File: src/rtl/sort_pkg.sv
// Shared definitions for the sorting blocks in the KNN path.
//   sort_state_e : top-K sorter control states (IDLE, RUN, DONE)
//   SORT_MIN/MAX : MINMAX encoding, also used by the MIN/MAX primitive
//   cnt_width()  : width of a counter that must hold 0..k
package sort_pkg;

  typedef enum logic [1:0] {
    IDLE = 2'd0,
    RUN  = 2'd1,
    DONE = 2'd2
  } sort_state_e;

  localparam int unsigned SORT_MIN = 0;
  localparam int unsigned SORT_MAX = 1;

  function automatic int unsigned cnt_width(input int unsigned k);
    return $clog2(k + 1);
  endfunction

endpackage

File: src/rtl/topk_insert_sorter_if.sv
// Handshake bundle of the top-K insertion sorter.
//   start                        : clear list, begin a new query
//   in_vld/in_rdy                : element handshake carrying in_data, in_idx, in_last
//   out_vld/out_rdy              : result handshake carrying out_data, out_idx, out_cnt
// Modports: master drives elements and accepts results, slave is the sorter.
interface topk_insert_sorter_if #(
  parameter int unsigned DATA_WIDTH = 16,
  parameter int unsigned IDX_WIDTH  = 16,
  parameter int unsigned K          = 8
);

  localparam int unsigned CntW = sort_pkg::cnt_width(K);

  logic                      start;
  logic                      in_vld;
  logic                      in_rdy;
  logic [DATA_WIDTH-1:0]     in_data;
  logic [IDX_WIDTH-1:0]      in_idx;
  logic                      in_last;
  logic                      out_vld;
  logic                      out_rdy;
  logic [DATA_WIDTH*K-1:0]   out_data;
  logic [IDX_WIDTH*K-1:0]    out_idx;
  logic [CntW-1:0]           out_cnt;

  modport master (
    output start, in_vld, in_data, in_idx, in_last, out_rdy,
    input  in_rdy, out_vld, out_data, out_idx, out_cnt
  );

  modport slave (
    input  start, in_vld, in_data, in_idx, in_last, out_rdy,
    output in_rdy, out_vld, out_data, out_idx, out_cnt
  );

endinterface

File: src/rtl/topk_slot.sv
// One entry of the top-K list.
//   clk, rst                : clock, synchronous active-high reset
//   clr                     : clear entry (new query)
//   ins                     : an element is being inserted this cycle
//   new_data/new_idx        : the element being inserted
//   prev_data/idx/vld       : contents of the slot one position better
//   prev_beaten             : the new element beats the better slot
//   data/idx/vld            : this slot's contents (zero while invalid)
//   beaten                  : the new element beats this slot
// Because the list is sorted and valid slots form a prefix, "beaten" is
// monotonic along the chain: the first beaten slot takes the new element and
// every slot after it takes its predecessor.
module topk_slot
  import sort_pkg::*;
#(
  parameter int unsigned DATA_WIDTH = 16,
  parameter int unsigned IDX_WIDTH  = 16,
  parameter int unsigned MINMAX     = SORT_MIN
) (
  input  logic                  clk,
  input  logic                  rst,
  input  logic                  clr,
  input  logic                  ins,
  input  logic [DATA_WIDTH-1:0] new_data,
  input  logic [IDX_WIDTH-1:0]  new_idx,
  input  logic [DATA_WIDTH-1:0] prev_data,
  input  logic [IDX_WIDTH-1:0]  prev_idx,
  input  logic                  prev_vld,
  input  logic                  prev_beaten,
  output logic [DATA_WIDTH-1:0] data,
  output logic [IDX_WIDTH-1:0]  idx,
  output logic                  vld,
  output logic                  beaten
);

  logic [DATA_WIDTH-1:0] data_q, data_d;
  logic [IDX_WIDTH-1:0]  idx_q, idx_d;
  logic                  vld_q, vld_d;
  logic                  better;

  // Strict compare: an equal value never displaces the earlier arrival.
  always_comb begin
    if (MINMAX == SORT_MAX) begin
      better = new_data > data_q;
    end else begin
      better = new_data < data_q;
    end
  end

  // An empty slot is worse than any value.
  assign beaten = !vld_q || better;

  always_comb begin
    data_d = data_q;
    idx_d  = idx_q;
    vld_d  = vld_q;
    if (clr) begin
      data_d = '0;
      idx_d  = '0;
      vld_d  = 1'b0;
    end else if (ins && prev_beaten) begin
      data_d = prev_data;
      idx_d  = prev_idx;
      vld_d  = prev_vld;
    end else if (ins && beaten) begin
      data_d = new_data;
      idx_d  = new_idx;
      vld_d  = 1'b1;
    end
  end

  always_ff @(posedge clk) begin
    if (rst) begin
      data_q <= '0;
      idx_q  <= '0;
      vld_q  <= 1'b0;
    end else begin
      data_q <= data_d;
      idx_q  <= idx_d;
      vld_q  <= vld_d;
    end
  end

  assign data = data_q;
  assign idx  = idx_q;
  assign vld  = vld_q;

endmodule

File: src/rtl/topk_insert_sorter.sv
// Streaming top-K selector: accepts one (value, index) per cycle and keeps
// the K best entries sorted, slot 0 best. Emits the list once per query.
//   clk, rst : clock, synchronous active-high reset
//   bus      : topk_insert_sorter_if slave (start, element in, list out)
// MINMAX = SORT_MIN keeps the K smallest ascending, SORT_MAX the K largest
// descending. in_rdy/out_vld are pure state decodes.
module topk_insert_sorter
  import sort_pkg::*;
#(
  parameter int unsigned DATA_WIDTH = 16,
  parameter int unsigned IDX_WIDTH  = 16,
  parameter int unsigned K          = 8,
  parameter int unsigned MINMAX     = SORT_MIN
) (
  input  logic                 clk,
  input  logic                 rst,
  topk_insert_sorter_if.slave  bus
);

  localparam int unsigned CntW = cnt_width(K);

  sort_state_e     state_q, state_d;
  logic            clr;
  logic            ins;
  logic [CntW-1:0] cnt_q, cnt_d;

  logic [DATA_WIDTH-1:0] slot_data   [K];
  logic [IDX_WIDTH-1:0]  slot_idx    [K];
  logic                  slot_vld    [K];
  logic                  slot_beaten [K];
  logic [DATA_WIDTH-1:0] prev_data   [K];
  logic [IDX_WIDTH-1:0]  prev_idx    [K];
  logic                  prev_vld    [K];
  logic                  prev_beaten [K];

  // start wins over a same-cycle element in RUN; DONE ignores start.
  always_comb begin
    state_d = state_q;
    clr     = 1'b0;
    ins     = 1'b0;
    case (state_q)
      IDLE: begin
        if (bus.start) begin
          clr     = 1'b1;
          state_d = RUN;
        end
      end
      RUN: begin
        if (bus.start) begin
          clr = 1'b1;
        end else if (bus.in_vld) begin
          ins = 1'b1;
          if (bus.in_last) begin
            state_d = DONE;
          end
        end
      end
      DONE: begin
        if (bus.out_rdy) begin
          state_d = IDLE;
        end
      end
      default: state_d = IDLE;
    endcase
  end

  // The last slot is beaten whenever the element lands anywhere in the list.
  always_comb begin
    cnt_d = cnt_q;
    if (clr) begin
      cnt_d = '0;
    end else if (ins && slot_beaten[K-1] && (cnt_q != CntW'(K))) begin
      cnt_d = cnt_q + CntW'(1);
    end
  end

  always_ff @(posedge clk) begin
    if (rst) begin
      state_q <= IDLE;
      cnt_q   <= '0;
    end else begin
      state_q <= state_d;
      cnt_q   <= cnt_d;
    end
  end

  for (genvar i = 0; i < K; i++) begin : g_slot
    if (i == 0) begin : g_head
      assign prev_data[i]   = '0;
      assign prev_idx[i]    = '0;
      assign prev_vld[i]    = 1'b0;
      assign prev_beaten[i] = 1'b0;
    end else begin : g_link
      assign prev_data[i]   = slot_data[i-1];
      assign prev_idx[i]    = slot_idx[i-1];
      assign prev_vld[i]    = slot_vld[i-1];
      assign prev_beaten[i] = slot_beaten[i-1];
    end

    topk_slot #(
      .DATA_WIDTH (DATA_WIDTH),
      .IDX_WIDTH  (IDX_WIDTH),
      .MINMAX     (MINMAX)
    ) u_slot (
      .clk         (clk),
      .rst         (rst),
      .clr         (clr),
      .ins         (ins),
      .new_data    (bus.in_data),
      .new_idx     (bus.in_idx),
      .prev_data   (prev_data[i]),
      .prev_idx    (prev_idx[i]),
      .prev_vld    (prev_vld[i]),
      .prev_beaten (prev_beaten[i]),
      .data        (slot_data[i]),
      .idx         (slot_idx[i]),
      .vld         (slot_vld[i]),
      .beaten      (slot_beaten[i])
    );

    assign bus.out_data[i*DATA_WIDTH +: DATA_WIDTH] = slot_data[i];
    assign bus.out_idx[i*IDX_WIDTH +: IDX_WIDTH]    = slot_idx[i];
  end

  assign bus.in_rdy  = (state_q == RUN);
  assign bus.out_vld = (state_q == DONE);
  assign bus.out_cnt = cnt_q;

endmodule

File: src/flat_wrapper.sv
// flat-port wrapper written by rule: the top's interface ports become plain ports
module topk_insert_sorter_flat import sort_pkg::*;
#(
  parameter int unsigned DATA_WIDTH = 16,
  parameter int unsigned IDX_WIDTH  = 16,
  parameter int unsigned K          = 8,
  parameter int unsigned MINMAX     = SORT_MIN
)
  (clk, rst, bus_start, bus_in_vld, bus_in_data, bus_in_idx, bus_in_last, bus_out_rdy, bus_in_rdy, bus_out_vld, bus_out_data, bus_out_idx, bus_out_cnt);
  topk_insert_sorter_if #(.DATA_WIDTH(DATA_WIDTH), .IDX_WIDTH(IDX_WIDTH), .K(K)) bus_i ();
  input  logic clk;
  input  logic rst;
  input wire logic [$bits(bus_i.start)-1:0] bus_start;
  input wire logic [$bits(bus_i.in_vld)-1:0] bus_in_vld;
  input wire logic [$bits(bus_i.in_data)-1:0] bus_in_data;
  input wire logic [$bits(bus_i.in_idx)-1:0] bus_in_idx;
  input wire logic [$bits(bus_i.in_last)-1:0] bus_in_last;
  input wire logic [$bits(bus_i.out_rdy)-1:0] bus_out_rdy;
  output wire logic [$bits(bus_i.in_rdy)-1:0] bus_in_rdy;
  output wire logic [$bits(bus_i.out_vld)-1:0] bus_out_vld;
  output wire logic [$bits(bus_i.out_data)-1:0] bus_out_data;
  output wire logic [$bits(bus_i.out_idx)-1:0] bus_out_idx;
  output wire logic [$bits(bus_i.out_cnt)-1:0] bus_out_cnt;
  assign bus_i.start = bus_start;
  assign bus_i.in_vld = bus_in_vld;
  assign bus_i.in_data = bus_in_data;
  assign bus_i.in_idx = bus_in_idx;
  assign bus_i.in_last = bus_in_last;
  assign bus_i.out_rdy = bus_out_rdy;
  assign bus_in_rdy = bus_i.in_rdy;
  assign bus_out_vld = bus_i.out_vld;
  assign bus_out_data = bus_i.out_data;
  assign bus_out_idx = bus_i.out_idx;
  assign bus_out_cnt = bus_i.out_cnt;
  topk_insert_sorter #(.DATA_WIDTH(DATA_WIDTH), .IDX_WIDTH(IDX_WIDTH), .K(K), .MINMAX(MINMAX)) u_core (.clk(clk), .rst(rst), .bus(bus_i));
endmodule
File: config.mk
export PLATFORM = sky130hd
export DESIGN_NAME = topk_insert_sorter_flat
export DESIGN_NICKNAME = d
export VERILOG_FILES = /design/src/rtl/sort_pkg.sv /design/src/rtl/topk_insert_sorter_if.sv /design/src/rtl/topk_slot.sv /design/src/rtl/topk_insert_sorter.sv /design/src/flat_wrapper.sv
export SDC_FILE = /design/constraint.sdc
export NUM_CORES = 1
export LEC_CHECK = 0
export ABC_AREA = 1
export CELL_PAD_IN_SITES_DETAIL_PLACEMENT = 0
export CELL_PAD_IN_SITES_GLOBAL_PLACEMENT = 1
export CORE_MARGIN = 2
export CORE_UTILIZATION = 40
export CTS_CLUSTER_DIAMETER = 120
export DETAILED_ROUTE_END_ITERATION = 10
export GPL_TIMING_DRIVEN = 1
export HOLD_SLACK_MARGIN = 0.02
export PLACE_DENSITY = 0.86
export SYNTH_ARGS = -nofsm -noshare
export SYNTH_HDL_FRONTEND = slang
export SYNTH_HIERARCHICAL = 1
export SYNTH_SLANG_ARGS = --single-unit
File: constraint.sdc
create_clock -name clk -period 5.7 [get_ports clk]
set_clock_uncertainty 0.15 [all_clocks]
set_input_delay 1.14 -clock clk [delete_from_list [all_inputs] [get_ports clk]]
set_output_delay 1.14 -clock clk [all_outputs]
set_load 0.01 [all_outputs]
==> metrics.txt, run 1 <==
CP Capture Point=u_core/g_slot[6].u_slot/idx[3]; min Tclk post-route=3.98 ns; die extent in x=226 um; P_int=0.00355 W; dpl ws=1.18 ns; slew at the pin with the worst max-slew slack=1.38 ns; min-delay worst type=reg -> reg; DR WL/cell=14.2 um; Max Cap Viol=0; Remaining DRCs=0; diode count=0; Switching Share=0.280; Final Core Density=0.487; clock sinks=270; combinational power share=0.155; layout cells sized above 1=0.261; FF-to-FF path depth=10; critical path type=in -> reg; Yosys reg bits=270; Routed Wire Length=55800 um; CP Launch Point=bus_in_data[5]; GRT Total Usage=0.217; Cell Area, Synth=19700 um2; Total Power=0.00493 W; Hold Buf Count CTS=0; Final setup viols=0; placed standard-cell area=22700 um2; initial core utilization=0.404; WP data arrival=4.31 ns; setup_tns=0 ns; Worst setup SP type=primary input; met3 usage=0.0471; number of port buffers=299; GR Layer Usage met1=0.287; CTS tree=done; r2r endpoint=u_core/g_slot[6].u_slot/idx[3]; largest net degree at the start of global routing=65; Final ANT Viol Nets=0; layout net count=3393; initial antenna violation count=0; CTS Buf Count=36; post-CTS setup buffer count=0; Design Area, Final=23800 um2; Clock Pin Slew Worst Setup and Hold Paths=0.05 ns; commonest non-fill, non-tap cell in the layout=nand2_1; Max clock buf depth=3; vias in the first global route=16650; Fmax=251 MHz; clock root cell=clkbuf_16; Max-slew headroom=0.0758; Synth Warn #=6; smallest setup slack after layout=1.72 ns; vias=17514; total die area=51100 um2; Detailed Routing Iterations Pass 1=5; cts repair resizes=0; Clk Latency, worst-skew pair=0.55 ns; row count=81; P_sw=0.00138 W; worst-path fanout max=33; gp weighted congestion=0.864; period utilization=0.698; P&R area growth vs syn=20.6%; Core Box Area=48800 um2; dpl hpwl=41900 um; Reg2Reg Setup Slack=2.77 ns; # H-tree levels=2; first-pass GRT wire length=89100 um; GRT overflow=0; pwr/cell area=207 nW/um2; status=complete, no violations; Reg power frac=0.397; syn_area_per_cell=6.69 um2; fin. max-slew vios=0; clock network fraction of design power=0.449; Worst VDD drop=150 uV; most frequent cells in the layout=967 x nand2_1, 458 x nand2_2, 321 x inv_1, 299 x clkdlybuf4s50_1, 293 x nor2_1; Die Ht=226 um; Final Hold Violating Endpoints=0; worst r2r src=u_core/state_q[1]; via-per-instance ratio=4.47; Mapped Cells=2952; RSZ-0062 raised after global routing=false; Worst Path Required=6.03 ns; crit end category=flop; register area share after synthesis=0.274; GR peak layer=met2; I/O pin count=300; Initial DRC Count=916; met2 usage=0.352; post-synth cell types=28; LEAKAGE=11.6 nW
## registers in the layout, indices dropped and copies added, names as in the netlist
register / flops
u_core/g_slot.u_slot/idx: 128
u_core/g_slot.u_slot/data: 128
u_core/state_q: 2
u_core/g_slot.u_slot/vld: 8
u_core/bus.out_cnt: 4
## synth_stat cells (all sizes together)
cell type	n	area [um2]
nand2	1433	6660
nor2	545	2660
inv	330	1240
dfxtp	270	5410
ha	122	1530
buf	72	901
a21oi	61	335
clkbuf	48	420
o21ai	25	125
nand3	19	235
nor3	16	120
o221a	8	90.1
conb	1	3.75
nand4	1	6.26
xor2	1	8.76
## cells by family after synthesis
kind of cell	after synthesis	synth area share
AO/OA/AOI/OAI	94	0.0279
XOR/XNOR	1	0.000444
adder cells (fa/ha/maj)	122	0.0773
buffers and inverters	450	0.130
flip-flops	270	0.274
other	1	0.000190
AND/OR/NAND/NOR	2014	0.491
## critical path, stage by stage
cell and delay (ns):
clkdlybuf4s50_1 0.91, ha_1 0.36, a21oi_1 0.15, nor2_1 0.06
nor3_2 0.09, nand2_1 0.09, nand2_1 0.07, nand2_2 0.07
nand2_1 0.08, nand2_1 0.05, buf_4 0.30, inv_2 0.51
nand2_1 0.14, nand2_1 0.09, nor2_1 0.05, nor2_2 0.11
## stage by stage
stage | hold slack [ns] | std cells
floorplan | 0.371 | 2986
global placement | 0.351 | 3859
detailed placement | 0.362 | 3859
CTS | 0.368 | 3918
global route | 0.403 | 3918
finish | 0.373 | 3918
## area by class of cell
class,instances,area [um2]
Clock inverter,4,45.0
Timing Repair Buffer,329,3220
Sequential cell,270,5410
Tap cell,664,831
Clock buffer,55,1090
Inverter,330,1240
Multi-Input combinational cell,2266,12000
Fill cell,4952,25100
## how the worst min path moves through the flow
stage / start / slack [ns] / end / cells after the start
6_report: u_core/g_slot[7].u_slot/idx[14] / 0.37 / u_core/g_slot[7].u_slot/idx[14] / 4
5_1_grt: u_core/g_slot[7].u_slot/idx[11] / 0.40 / u_core/g_slot[7].u_slot/idx[11] / 4
4_1_cts: u_core/bus.out_cnt[3] / 0.37 / u_core/bus.out_cnt[3] / 2
2_1_floorplan: u_core/bus.out_cnt[3] / 0.37 / u_core/bus.out_cnt[3] / 2
3_5_place_dp: u_core/bus.out_cnt[3] / 0.36 / u_core/bus.out_cnt[3] / 2
3_3_place_gp: u_core/g_slot[7].u_slot/idx[14] / 0.35 / u_core/g_slot[7].u_slot/idx[14] / 4
## power groups by stage
| stage | clock network, W | registers, W | logic, W |
|---|---|---|---|
| 3_3_place_gp | 0 | 0.00200 | 0.000746 |
| 5_1_grt | 0.00236 | 0.00196 | 0.000864 |
| 2_1_floorplan | 0 | 0.00200 | 0.000544 |
| 3_5_place_dp | 0 | 0.00200 | 0.000760 |
| 6_report | 0.00221 | 0.00196 | 0.000764 |
| 4_1_cts | 0.00229 | 0.00196 | 0.000765 |
## layer usage
layer | wire, um | vias up
li1 | - | 9294
met3 | 3440 | 81
met1 | 25900 | 7784
met2 | 25100 | 355
met4 | 1330 | 0
met5 | 0 | -
No activity file was read; power rests on OpenSTA's default activity.
==> run 2: changes to the inputs <==
--- a/config.mk
+++ b/config.mk
@@ -9,12 +9,12 @@
 export CELL_PAD_IN_SITES_DETAIL_PLACEMENT = 0
 export CELL_PAD_IN_SITES_GLOBAL_PLACEMENT = 1
 export CORE_MARGIN = 2
-export CORE_UTILIZATION = 40
+export CORE_UTILIZATION = 39
 export CTS_CLUSTER_DIAMETER = 120
 export DETAILED_ROUTE_END_ITERATION = 10
 export GPL_TIMING_DRIVEN = 1
 export HOLD_SLACK_MARGIN = 0.02
-export PLACE_DENSITY = 0.86
+export PLACE_DENSITY = 0.84
 export SYNTH_ARGS = -nofsm -noshare
 export SYNTH_HDL_FRONTEND = slang
 export SYNTH_HIERARCHICAL = 1
==> constraint.sdc (replaced) <==
create_clock -name clk -period 3.8 [get_ports clk]
set_clock_uncertainty 0.15 [all_clocks]
set_input_delay 0.76 -clock clk [delete_from_list [all_inputs] [get_ports clk]]
set_output_delay 0.76 -clock clk [all_outputs]
set_load 0.01 [all_outputs]
==> run 2 against run 1 <==
  * Combinational power is 56% higher
  * Die area rose by 2.5%
  * Worst setup slack worse by 0.98 ns
  * Highest routed layer unchanged
  * Largest power group unchanged
  * Worst hold slack got worse by 0.0068 ns
  * Non-clock buffer count grew 29
==> metrics.txt, run 2 (same netlist as run 1, synthesis figures left out) <==
GRT overflow=0 (unchanged); layout net count=3422 (+0.85%); Worst VDD drop=215 uV (+44%); Remaining DRCs=0 (unchanged); layout cells sized above 1=0.267 (+0.00629); worst-path fanout max=33 (unchanged); min Tclk post-route=3.06 ns; Fmax=327 MHz; initial antenna violation count=1 (+1); Final Hold Violating Endpoints=0 (unchanged); clock sinks=270 (unchanged); Final setup viols=0 (unchanged); critical path type=in -> reg; first-pass GRT wire length=89700 um (+0.77%); clock root cell=clkbuf_16; dpl hpwl=42700 um (+1.8%); Die Ht=229 um (+1.3%); Hold Buf Count CTS=0 (unchanged); number of port buffers=299 (unchanged); Clock Pin Slew Worst Setup and Hold Paths=0.05 ns (about the same); largest net degree at the start of global routing=65 (unchanged); CTS Buf Count=36 (unchanged); FF-to-FF path depth=13 (+3); P&R area growth vs syn=22.9%; setup_tns=0 ns (unchanged); initial core utilization=0.394 (-0.00983); Critical-path top delay cell=inv_2; CTS tree=done; slew at the pin with the worst max-slew slack=1.33 ns (-0.0502 ns); RSZ-0062 raised after global routing=false; critical path's top delay family=buffers and inverters; LEAKAGE=11.9 nW (+1.9%); Max-slew headroom=0.109 (+0.0335); status=complete, no violations; crit end category=flop; die extent in x=229 um (+1.3%); gp weighted congestion=0.843 (-2.5%); total die area=52400 um2 (+2.5%); Initial DRC Count=1035 (+13%); Max Cap Viol=0 (unchanged); row count=82 (+1.2%); Worst setup SP type=primary input; WP data arrival=3.38 ns (-0.93 ns); I/O pin count=300 (unchanged); Clk Latency, worst-skew pair=0.54 ns (about the same); # H-tree levels=2 (unchanged); via-per-instance ratio=4.47 (about the same); GRT Total Usage=0.209 (-0.00737); vias in the first global route=16752 (+0.61%); commonest non-fill, non-tap cell in the layout=nand2_1; cts repair resizes=0 (unchanged); Critical path buffers and inverters=3 (unchanged); Worst Path Required=4.12 ns (-1.91 ns); fin. max-slew vios=0 (unchanged); DR WL/cell=14.1 um (-0.94%); most frequent cells in the layout=967 x nand2_1, 458 x nand2_2, 321 x inv_1, 299 x clkdlybuf4s50_1, 293 x nor2_1; max incr delay on CP=0.53 ns (-0.38 ns); period utilization=0.805; crit-path cells=clkdlybuf4s50_1 -> buf_12 -> ha_1 -> a21oi_1 -> o21ai_0 -> a21oi_2 -> nand2_2 -> nand2_1 -> nand2_1 -> inv_2 -> nand2_1 -> nand2_1 -> nor2_1 -> nor2_2; Min-Delay Path Depth=4 (unchanged); min-delay worst type=reg -> reg; vias=17696 (+1.0%); pwr/cell area=306 nW/um2 (+48%); Post-Place Cells=3896 (+0.96%); post-CTS setup buffer count=0 (unchanged); Final Non-Filler Cells=3959 (+1.0%); Detailed Routing Iterations Pass 1=5 (unchanged); Core Box Area=50100 um2 (+2.5%); Routed Wire Length=55800 um (about the same); Max clock buf depth=3 (unchanged); critical path depth=14 (-2); most used cell, CP=nand2_1; Final ANT Viol Nets=0 (unchanged)
-- run 2: report_power, final --
| group | internal [W] | leakage, nW | switching, W | total (W) |
|---|---|---|---|---|
| clock | 0.00201 | 0.556 | 0.00130 | 0.00330 |
| combinational | 0.000456 | 9.12 | 0.000736 | 0.00119 |
| sequential | 0.00288 | 2.18 | 0.0000511 | 0.00293 |
-- run 2: metrics by stage --
stage	power [W]	utilization	hold slack [ns]	area, um2	setup slack [ns]
detailed placement	0.00419	0.462	0.350	23100	0.218
finish	0.00743	0.485	0.366	24300	0.743
CTS	0.00754	0.485	0.362	24300	0.769
global route	0.00778	0.485	0.394	24300	0.468
global placement	0.00416	0.462	0.350	23100	0.222
floorplan	0.00382	-	0.371	19900	0.297
-- run 2: path summary, 6_finish.rpt --
kind / start / to / slack, ns
max: bus_in_data[11] / u_core/g_slot[1].u_slot/data[12] / 0.74
min: u_core/g_slot[7].u_slot/idx[14] / u_core/g_slot[7].u_slot/idx[14] / 0.37
max reg2reg: u_core/g_slot[0].u_slot/data[11] / u_core/g_slot[1].u_slot/data[12] / 1.13
min reg2reg: u_core/g_slot[7].u_slot/idx[14] / u_core/g_slot[7].u_slot/idx[14] / 0.37
-- run 2: worst min-delay path, cell delays in order (launching register included) --
cell     delay [ns]
dfxtp_1        0.30
inv_1          0.05
nand2_1        0.04
nand2_1        0.05
nor2_1         0.03
-- run 2: area by class of cell --
cell class / count / area [um2]
antenna: 1 / 2.50
sequential: 270 / 5410
fill: 5083 / 25800
inverter: 330 / 1240
clock buffer: 56 / 1080
tap: 672 / 841
timing repair buffer: 358 / 3670
multi-input combinational: 2266 / 12000
clock inverter: 6 / 57.6
-- run 2: routing by layer --
metal,vias to the layer above,part of all wire,global-route usage
li1,9355,-,-
met1,7879,0.46,0.276
met2,383,0.46,0.345
met3,79,0.059,0.0389
met4,0,0.024,0.0651
met5,-,0,0
